## src/rtl/fir_coef_pkg.sv

```systemverilog
// Shared types and field positions for the FIR coefficient load controller.
package fir_coef_pkg;

   typedef enum logic [1:0] {
      OP_WRITE  = 2'b00,
      OP_COMMIT = 2'b01,
      OP_CLEAR  = 2'b10,
      OP_NOP    = 2'b11
   } op_e;

   typedef enum logic [2:0] {
      IDLE,
      WRITE,
      CLEAR,
      COMMIT_WAIT,
      ACK
   } state_e;

   localparam int TOG_BIT = 31;
   localparam int OP_HI   = 30;
   localparam int OP_LO   = 29;
   localparam int ADDR_HI = 28;
   localparam int ADDR_LO = 24;
   localparam int CMD_ADDR_W = ADDR_HI - ADDR_LO + 1;

   localparam int ST_ACK    = 31;
   localparam int ST_BUSY   = 30;
   localparam int ST_BANK   = 29;
   localparam int ST_OVR    = 28;
   localparam int ST_ERR_HI = 27;
   localparam int ST_ERR_LO = 20;

   typedef struct packed {
      op_e                   op;
      logic [CMD_ADDR_W-1:0] addr;
   } cmd_t;

   function automatic logic addr_in_range(input logic [CMD_ADDR_W-1:0] a, input int n);
      return int'(a) < n;
   endfunction

endpackage

```

## src/rtl/fir_coef_cmd_sync.sv

```systemverilog
// Qualifies the software toggle (two equal samples), tracks the last accepted
// toggle, holds one pending command seen while busy and flags overruns.
module fir_coef_cmd_sync
   import fir_coef_pkg::*;
(
   input  logic        user_clk,
   input  logic        user_rst,
   input  logic [31:0] cmd_word,
   input  logic        idle,
   output logic        accept_pulse,
   output logic        last_tog,
   output logic        overrun,
   output cmd_t        cmd_lat
);

   logic tog_s1;
   logic pend;
   logic tog_edge;
   logic unused_rsvd;

   assign unused_rsvd = ^cmd_word[ADDR_LO-1:0];
   assign tog_edge    = cmd_word[TOG_BIT] != tog_s1;

   // pend remembers a toggle seen while busy, even if a second toggle
   // restored the original level before the controller became idle again.
   assign accept_pulse = idle && !tog_edge && ((tog_s1 != last_tog) || pend);

   always_ff @(posedge user_clk) begin
      if (user_rst) begin
         tog_s1   <= 1'b0;
         last_tog <= 1'b0;
         pend     <= 1'b0;
         overrun  <= 1'b0;
         cmd_lat  <= '{op: OP_NOP, addr: '0};
      end else begin
         tog_s1 <= cmd_word[TOG_BIT];
         if (accept_pulse) begin
            last_tog <= tog_s1;
            pend     <= 1'b0;
            cmd_lat  <= '{op: op_e'(cmd_word[OP_HI:OP_LO]), addr: cmd_word[ADDR_HI:ADDR_LO]};
         end else if (!idle && tog_edge) begin
            pend <= 1'b1;
            if (pend) overrun <= 1'b1;
         end
      end
   end

endmodule

```

## src/rtl/fir_coef_load_ctrl.sv

```systemverilog
// Coefficient load sequencer: writes tap pairs or clears the shadow bank and
// swaps banks on frame sync, with toggle/ack handshake to PPC software.
module fir_coef_load_ctrl
   import fir_coef_pkg::*;
#(
   parameter int N_PAIRS = 16,
   parameter int ADDR_W  = 4,
   parameter int COEF_W  = 16
) (
   input  logic              user_clk,
   input  logic              user_rst,
   input  logic [31:0]       cmd_word,
   input  logic [31:0]       data_word,
   input  logic              sync_in,
   output logic              coef_we,
   output logic              coef_bank,
   output logic [ADDR_W-1:0] coef_addr,
   output logic [COEF_W-1:0] coef_b0,
   output logic [COEF_W-1:0] coef_b1,
   output logic              active_bank,
   output logic [31:0]       status_word
);

   state_e                state, state_nx;
   logic                  accept, last_tog, overrun;
   cmd_t                  cmd_lat;
   op_e                   op_now;
   logic [CMD_ADDR_W-1:0] addr_now;

   logic                  we_d, bank_flip, err_inc;
   logic [ADDR_W-1:0]     addr_d;
   logic [COEF_W-1:0]     b0_d, b1_d;
   logic                  ack_tog, busy;
   logic [7:0]            err_cnt;

   fir_coef_cmd_sync u_cmd_sync (
      .user_clk     (user_clk),
      .user_rst     (user_rst),
      .cmd_word     (cmd_word),
      .idle         (state == IDLE),
      .accept_pulse (accept),
      .last_tog     (last_tog),
      .overrun      (overrun),
      .cmd_lat      (cmd_lat)
   );

   assign op_now   = op_e'(cmd_word[OP_HI:OP_LO]);
   assign addr_now = cmd_word[ADDR_HI:ADDR_LO];

   // Strobe registers load from the live command on the accept cycle so the
   // write lands on the very next cycle; the latch serves the later states.
   always_comb begin
      state_nx  = state;
      we_d      = 1'b0;
      addr_d    = coef_addr;
      b0_d      = coef_b0;
      b1_d      = coef_b1;
      bank_flip = 1'b0;
      err_inc   = 1'b0;
      case (state)
         IDLE: begin
            if (accept) begin
               case (op_now)
                  OP_WRITE: begin
                     state_nx = WRITE;
                     if (addr_in_range(addr_now, N_PAIRS)) begin
                        we_d   = 1'b1;
                        addr_d = addr_now[ADDR_W-1:0];
                        b0_d   = data_word[0 +: COEF_W];
                        b1_d   = data_word[16 +: COEF_W];
                     end
                  end
                  OP_CLEAR: begin
                     state_nx = CLEAR;
                     we_d     = 1'b1;
                     addr_d   = '0;
                     b0_d     = '0;
                     b1_d     = '0;
                  end
                  OP_COMMIT: state_nx = COMMIT_WAIT;
                  default:   state_nx = ACK;
               endcase
            end
         end
         WRITE: begin
            err_inc  = (cmd_lat.op == OP_WRITE) && !addr_in_range(cmd_lat.addr, N_PAIRS);
            state_nx = ACK;
         end
         CLEAR: begin
            if (coef_addr == ADDR_W'(N_PAIRS - 1)) begin
               state_nx = ACK;
            end else begin
               we_d   = 1'b1;
               addr_d = coef_addr + 1'b1;
            end
         end
         COMMIT_WAIT: begin
            if (sync_in) begin
               bank_flip = 1'b1;
               state_nx  = ACK;
            end
         end
         ACK:     state_nx = IDLE;
         default: state_nx = IDLE;
      endcase
   end

   always_ff @(posedge user_clk) begin
      if (user_rst) begin
         state       <= IDLE;
         coef_we     <= 1'b0;
         coef_addr   <= '0;
         coef_b0     <= '0;
         coef_b1     <= '0;
         active_bank <= 1'b0;
         ack_tog     <= 1'b0;
         busy        <= 1'b0;
         err_cnt     <= 8'd0;
      end else begin
         state     <= state_nx;
         coef_we   <= we_d;
         coef_addr <= addr_d;
         coef_b0   <= b0_d;
         coef_b1   <= b1_d;
         if (bank_flip) active_bank <= ~active_bank;
         if (accept) busy <= 1'b1;
         if (state == ACK) begin
            busy    <= 1'b0;
            ack_tog <= last_tog;
         end
         if (err_inc && (err_cnt != 8'hFF)) err_cnt <= err_cnt + 8'd1;
      end
   end

   // The shadow bank is by construction the one the FIR is not reading.
   assign coef_bank = ~active_bank;

   always_comb begin
      status_word                      = '0;
      status_word[ST_ACK]              = ack_tog;
      status_word[ST_BUSY]             = busy;
      status_word[ST_BANK]             = active_bank;
      status_word[ST_OVR]              = overrun;
      status_word[ST_ERR_HI:ST_ERR_LO] = err_cnt;
   end

endmodule
```

## config.mk

```make
export PLATFORM = sky130hd
export DESIGN_NAME = fir_coef_load_ctrl
export DESIGN_NICKNAME = d
export VERILOG_FILES = /design/src/rtl/fir_coef_pkg.sv /design/src/rtl/fir_coef_cmd_sync.sv /design/src/rtl/fir_coef_load_ctrl.sv
export SDC_FILE = /design/constraint.sdc
export NUM_CORES = 1
export LEC_CHECK = 0
export CORE_MARGIN = 10
export CORE_UTILIZATION = 25
export CTS_CLUSTER_DIAMETER = 80
export DETAILED_ROUTE_END_ITERATION = 16
export GPL_TIMING_DRIVEN = 0
export PLACE_DENSITY_LB_ADDON = 0.25
export SYNTH_ARGS = -nofsm -noshare
export SYNTH_HDL_FRONTEND = slang
export SYNTH_HIERARCHICAL = 1
export SYNTH_SLANG_ARGS = --single-unit
```

## constraint.sdc

```tcl
create_clock -name user_clk -period 2.8 [get_ports user_clk]
set_input_delay 0.42 -clock user_clk [delete_from_list [all_inputs] [get_ports user_clk]]
set_output_delay 0.42 -clock user_clk [all_outputs]
set_load 0.01 [all_outputs]
```

# After elaboration in Yosys (flattened, before gate mapping)
# Index checks and enable logic that the tools add are counted.
# totals
register_bits,62
word_cells,80
input_bits,67
# op_classes
n_eq_ne,17
order_cmp,2
bitwise_logic,2
n_mux,22
add_sub_neg,2
n_reduce_logical,20
# op_table
cell,count
one-hot mux 16 bit (2 select lines),2
2-to-1 mux 16 bit,2
one-hot mux 4 bit (2 select lines),2
2-to-1 mux 4 bit,3
one-hot mux 3 bit (4 select lines),1
"less-than comparator 5 bit, second input constant",2
"!= test 2 bit, second input constant",5
2-to-1 mux 3 bit,3
one-hot mux 3 bit (3 select lines),1
"adder 8 x 1 -> 8 bit, second input constant",1
"!= test 8 bit, second input constant",1
"equality test 3 x 2 -> 1 bit, second input constant",2
2-to-1 mux 1 bit,6
"!= test 3 bit, second input constant",2
AND reduction 3 bit,2
logical AND 1 bit,5
AND reduction 5 bit,1
"adder 4 x 1 -> 4 bit, second input constant",1
"equality test 4 bit, second input constant",1
logical NOT 2 bit,2
one-hot mux 1 bit (2 select lines),2
AND reduction 4 bit,1
nonzero test 2 bit,2
OR reduction 2 bit,2
9 further kinds,13

# Depth between registers and ports, before layout
# logic_depth
ltp_word,6
mapped_depth,9

# Cells and area by module
# The synthesis kept the hierarchy.
# modules_own_cells
mod,cells_per_inst,instances,area_per_inst_um2
fir_coef_load_ctrl,302,1,2596.2
fir_coef_cmd_sync,49,1,471.7

# Worst setup path before layout
# OpenSTA, ideal clock, no wires.
# synth_timing
path_kind,register to register
from,register state[0]
to,register coef_b0[0]
arrival_ps,2150
period_less_slack_ps,2283
stages_incl_launch_ff,10
slack_ps,517
setup_ps,132
required_time_ps,2668
cell_sequence,dfxtp_1 -> buf_4 -> nor3_1 -> inv_1 -> a211oi_4 -> nor4b_4 -> o211ai_1 -> clkbuf_1 -> nand2_1 -> a21oi_1
# synth_via
elab_chain_len,4
# synth_lines
element,line,rtl
from (decl),fir_coef_load_ctrl.sv:24,"state_e state, state_nx;"
from (signal assigned),fir_coef_load_ctrl.sv:120,state <= state_nx;
logical NOT 3 bit,fir_coef_load_ctrl.sv:40,".idle (state == IDLE),"
logical AND 1 bit (2 in series),fir_coef_cmd_sync.sv:26,assign accept_pulse = idle && !tog_edge && ((tog_s1 != last_tog) || pend);
named net accept,fir_coef_load_ctrl.sv:25,"logic accept, last_tog, overrun;"
AND reduction 4 bit (no source line),n/a,
to (signal assigned),fir_coef_load_ctrl.sv:113,coef_b0 <= '0;
to (signal assigned),fir_coef_load_ctrl.sv:123,coef_b0 <= b0_d;
to (decl),fir_coef_load_ctrl.sv:18,"output logic [COEF_W-1:0] coef_b0,"
# The timed path passes the listed nets, and every way through them passes these cells.
# A chain may end at the register's enable or synchronous reset.

# Worst setup path in the final report
# layout_timing
from,register state[0]
to,register coef_b1[7]
# layout_via
elab_chain_len,4
# layout_lines
element,line,rtl
logical NOT 3 bit,fir_coef_load_ctrl.sv:40,
logical AND 1 bit (2 in series),fir_coef_cmd_sync.sv:26,
named net accept,fir_coef_load_ctrl.sv:25,
AND reduction 4 bit (no source line),n/a,
to (signal assigned),fir_coef_load_ctrl.sv:114,coef_b1 <= '0;
to (signal assigned),fir_coef_load_ctrl.sv:124,coef_b1 <= b1_d;
to (decl),fir_coef_load_ctrl.sv:19,"output logic [COEF_W-1:0] coef_b1,"
# The timed path passes the listed nets, and every way through them passes these cells.

==> impl_metrics.sql <==
INSERT INTO impl_metrics (metric_group, metric, value, unit) VALUES
('floorplan', 'initial_core_util', '0.255', ''),
('timing', 'fin_crit', '2560', 'ps'),
('pwr', 'p_total', '2.32', 'mW'),
('floorplan', 'placementRows', '39', ''),
('place', 'detailedPlacementHpwl', '6440', 'um'),
('routing', 'iteration_count_of_the_initial_detailed_routing_pass', '4', ''),
('cts', 'numClockSinks', '58', ''),
('global_routing', 'use_met1', '0.111', ''),
('routing', 'route.vias.total', '2628', ''),
('place', 'port_buffers', '92', ''),
('setup_path', 'setup.worst_path.end_class', 'register', ''),
('worst_hold_path', 'min-delay-path-class', 'in2reg', ''),
('setup_path', 'worst-setup-path-type', 'reg2reg', ''),
('timing', 'fmaxAchievable', '391', 'MHz'),
('pwr', 'cellLeakagePower', '1.61', 'nW'),
('timing', 'finClkSkew', '7.14', 'ps'),
('cts', 'cts_inserted_buffers', '9', ''),
('finish', 'final_core_utilization', '0.387', ''),
('cts', 'cts_post_setup_buffers_inserted', '0', ''),
('finish', 'final_net_count', '535', ''),
('floorplan', 'fp.dieArea', '16300', 'um2'),
('routing', 'drt-wirelength-per-cell', '13.8', 'um'),
('pwr', 'cellPowerDensity', '526', 'nW/um2'),
('cts', 'cts_hold_buf', '0', ''),
('pwr', 'peakVddDrop', '291', 'uV'),
('setup_path', 'crit_path_start_kind', 'register', ''),
('routing', 'first_iter_violations', '135', ''),
('setup_path', 'critical-path-top-delay-family', 'simple AND/OR/NAND/NOR gates', ''),
('synth', 'synthesis.area_per_instance', '8.65', 'um2'),
('global_routing', 'grt_pass1_wl', '13600', 'um'),
('finish', 'antenna-diode-count', '0', ''),
('floorplan', 'fp.dieW', '128', 'um'),
('routing', 'routed_via_density', '4.32', ''),
('setup_path', 'slowest_delay', '410', 'ps'),
('timing', 'report.final.slew_viol_count', '0', ''),
('global_routing', 'grt_overflow_total', '0', ''),
('job', 'timing.max_cap.violations', '0', ''),
('cts', 'tritoncts_clock_tree', 'yes', ''),
('global_routing', 'antenna_found_initial', '0', ''),
('global_routing', 'gr-usage-all-layers', '0.102', ''),
('place', 'placer_congestion', '0.783', ''),
('cts', 'cts_repair_resize_count', '0', ''),
('timing', 'setup_viol_count_final', '0', ''),
('cts', 'clockBufferDepth', '2', ''),
('synth', 'synthesis.yosys.warnings', '6', ''),
('cts', 'root_buffer', 'sky130_fd_sc_hd__clkbuf_16', ''),
('run_status', 'status', 'finished clean', ''),
('floorplan', 'coreArea', '11400', 'um2'),
('global_routing', 'grt_pass1_vias', '2728', ''),
('synth', 'netlist_area', '2900', 'um2'),
('timing', 'hold_viol_final', '0', ''),
('setup_path', 'buffering_stage_count_on_the_worst_path_with_inverters_included', '3', ''),
('setup_path', 'critical_path_arrival', '2740', 'ps'),
('cts', 'worst_setup_hold_path_clk_slew', '50', 'ps'),
('floorplan', 'io-pin-count', '138', ''),
('synth', 'synth_cells', '335', ''),
('routing', 'route.detailed.drc', '0', ''),
('setup_path', 'crit_chain', 'buf_4 > nor3_1 > inv_1 > a211oi_4 > nor4b_4 > o211ai_1 > clkbuf_1 > nand2_1 > a21oi_1', ''),
('global_routing', 'grt_busiest_layer', 'met2', ''),
('finish', 'area_growth', '52.0', '%'),
('routing', 'wire_length_reported_by_the_detailed_router', '8400', 'um'),
('timing', 'max_slew_margin', '0.527', ''),
('finish', 'layout-drive-gt1-share', '0.131', ''),
('global_routing', 'met2_usage_in_global_routing', '0.160', ''),
('setup_path', 'critical-path-slowest-cell', 'sky130_fd_sc_hd__nor4b_4', ''),
('timing', 'worst_slack', '244', 'ps'),
('routing', 'ant_nets', '0', ''),
('timing', 'final_cycle_share', '0.913', ''),
('timing', 'transition_time_of_the_tightest_slew_check_pin', '708', 'ps'),
('place', 'place_ws', '-166', 'ps'),
('global_routing', 'grt_max_degree', '12', ''),
('cts', 'cts.htree.levels', '3', ''),
('global_routing', 'use_met3', '0.0674', ''),
('setup_path', 'crit_path_max_fanout', '10', ''),
('setup_path', 'worst-endpoint-required', '2980', 'ps'),
('floorplan', 'chipHeight', '128', 'um'),
('cts', 'clock_latency_at_the_later_pin_of_the_worst_skew_pair', '320', 'ps');
## worst min-delay path, stage by stage
cell                       delay (ps)
sky130_fd_sc_hd__clkbuf_1         100
sky130_fd_sc_hd__nand2b_1         110
sky130_fd_sc_hd__mux2i_1           60
## power by group
group | switching, mW | internal, mW | total (mW)
Sequential | 0.0190 | 0.856 | 0.875
Combinational | 0.156 | 0.182 | 0.338
Clock | 0.391 | 0.712 | 1.10
Total | 0.566 | 1.75 | 2.32
## flip-flops by register name (all words and copies together) (netlist names)
signal,count
coef_we,1
u_cmd_sync/overrun,1
active_bank,1
ack_tog,1
coef_b0,16
u_cmd_sync/cmd_lat,3
busy,1
u_cmd_sync/tog_s1,1
state,3
coef_b1,16
u_cmd_sync/pend,1
err_cnt,8
u_cmd_sync/last_tog,1
coef_addr,4
## cell usage in the layout (no fill, tap or decap), types with 7 or more instances in the layout
cell,count
sky130_fd_sc_hd__a21oi_1,45
sky130_fd_sc_hd__buf_4,32
sky130_fd_sc_hd__clkbuf_1,15
sky130_fd_sc_hd__clkbuf_16,9
sky130_fd_sc_hd__clkdlybuf4s50_1,92
sky130_fd_sc_hd__conb_1,20
sky130_fd_sc_hd__dfxtp_1,58
sky130_fd_sc_hd__ha_1,7
sky130_fd_sc_hd__inv_1,8
sky130_fd_sc_hd__nand2_1,47
sky130_fd_sc_hd__nand3b_1,32
sky130_fd_sc_hd__nor2_1,16
sky130_fd_sc_hd__o21ai_0,8
## metrics by stage
| step | hold slack, ps | instances | area (um2) | TNS (ps) |
|---|---|---|---|---|
| 2_1_floorplan | 437 | 354 | 2970 | 0 |
| 3_3_place_gp | 437 | 589 | 4070 | -3350 |
| 3_5_place_dp | 443 | 589 | 4070 | -4880 |
| 4_1_cts | 419 | 605 | 4370 | 0 |
| 5_1_grt | 444 | 609 | 4400 | -3.35 |
| 6_report | 428 | 609 | 4400 | 0 |
## cell type report
type / instances / area [um2]
clock buffers: 10 / 239
repair buffers: 96 / 951
well taps: 143 / 179
flip-flops and latches: 58 / 1160
inverters: 8 / 30.0
multi-input cells: 241 / 1470
plain buffers: 47 / 304
fillers: 1172 / 6970
clock inverters: 6 / 66.3
## final timing paths
path                                   from                     to  slack [ps]  cells after the start
worst max-delay path               state[0]             coef_b1[7]         240                      9
worst min-delay path               user_rst  u_cmd_sync/cmd_lat[4]         430                      3
worst max register to register     state[0]             coef_b1[7]         240                      9
worst min register to register  coef_b0[13]            coef_b0[13]         450                      2
## metal layers
layer / wire [um] / vias up
li1: - / 1367
met1: 3580 / 1186
met2: 3760 / 69
met3: 1020 / 6
met4: 47 / 0
met5: 0 / -
No activity file was read; power rests on OpenSTA's default activity.
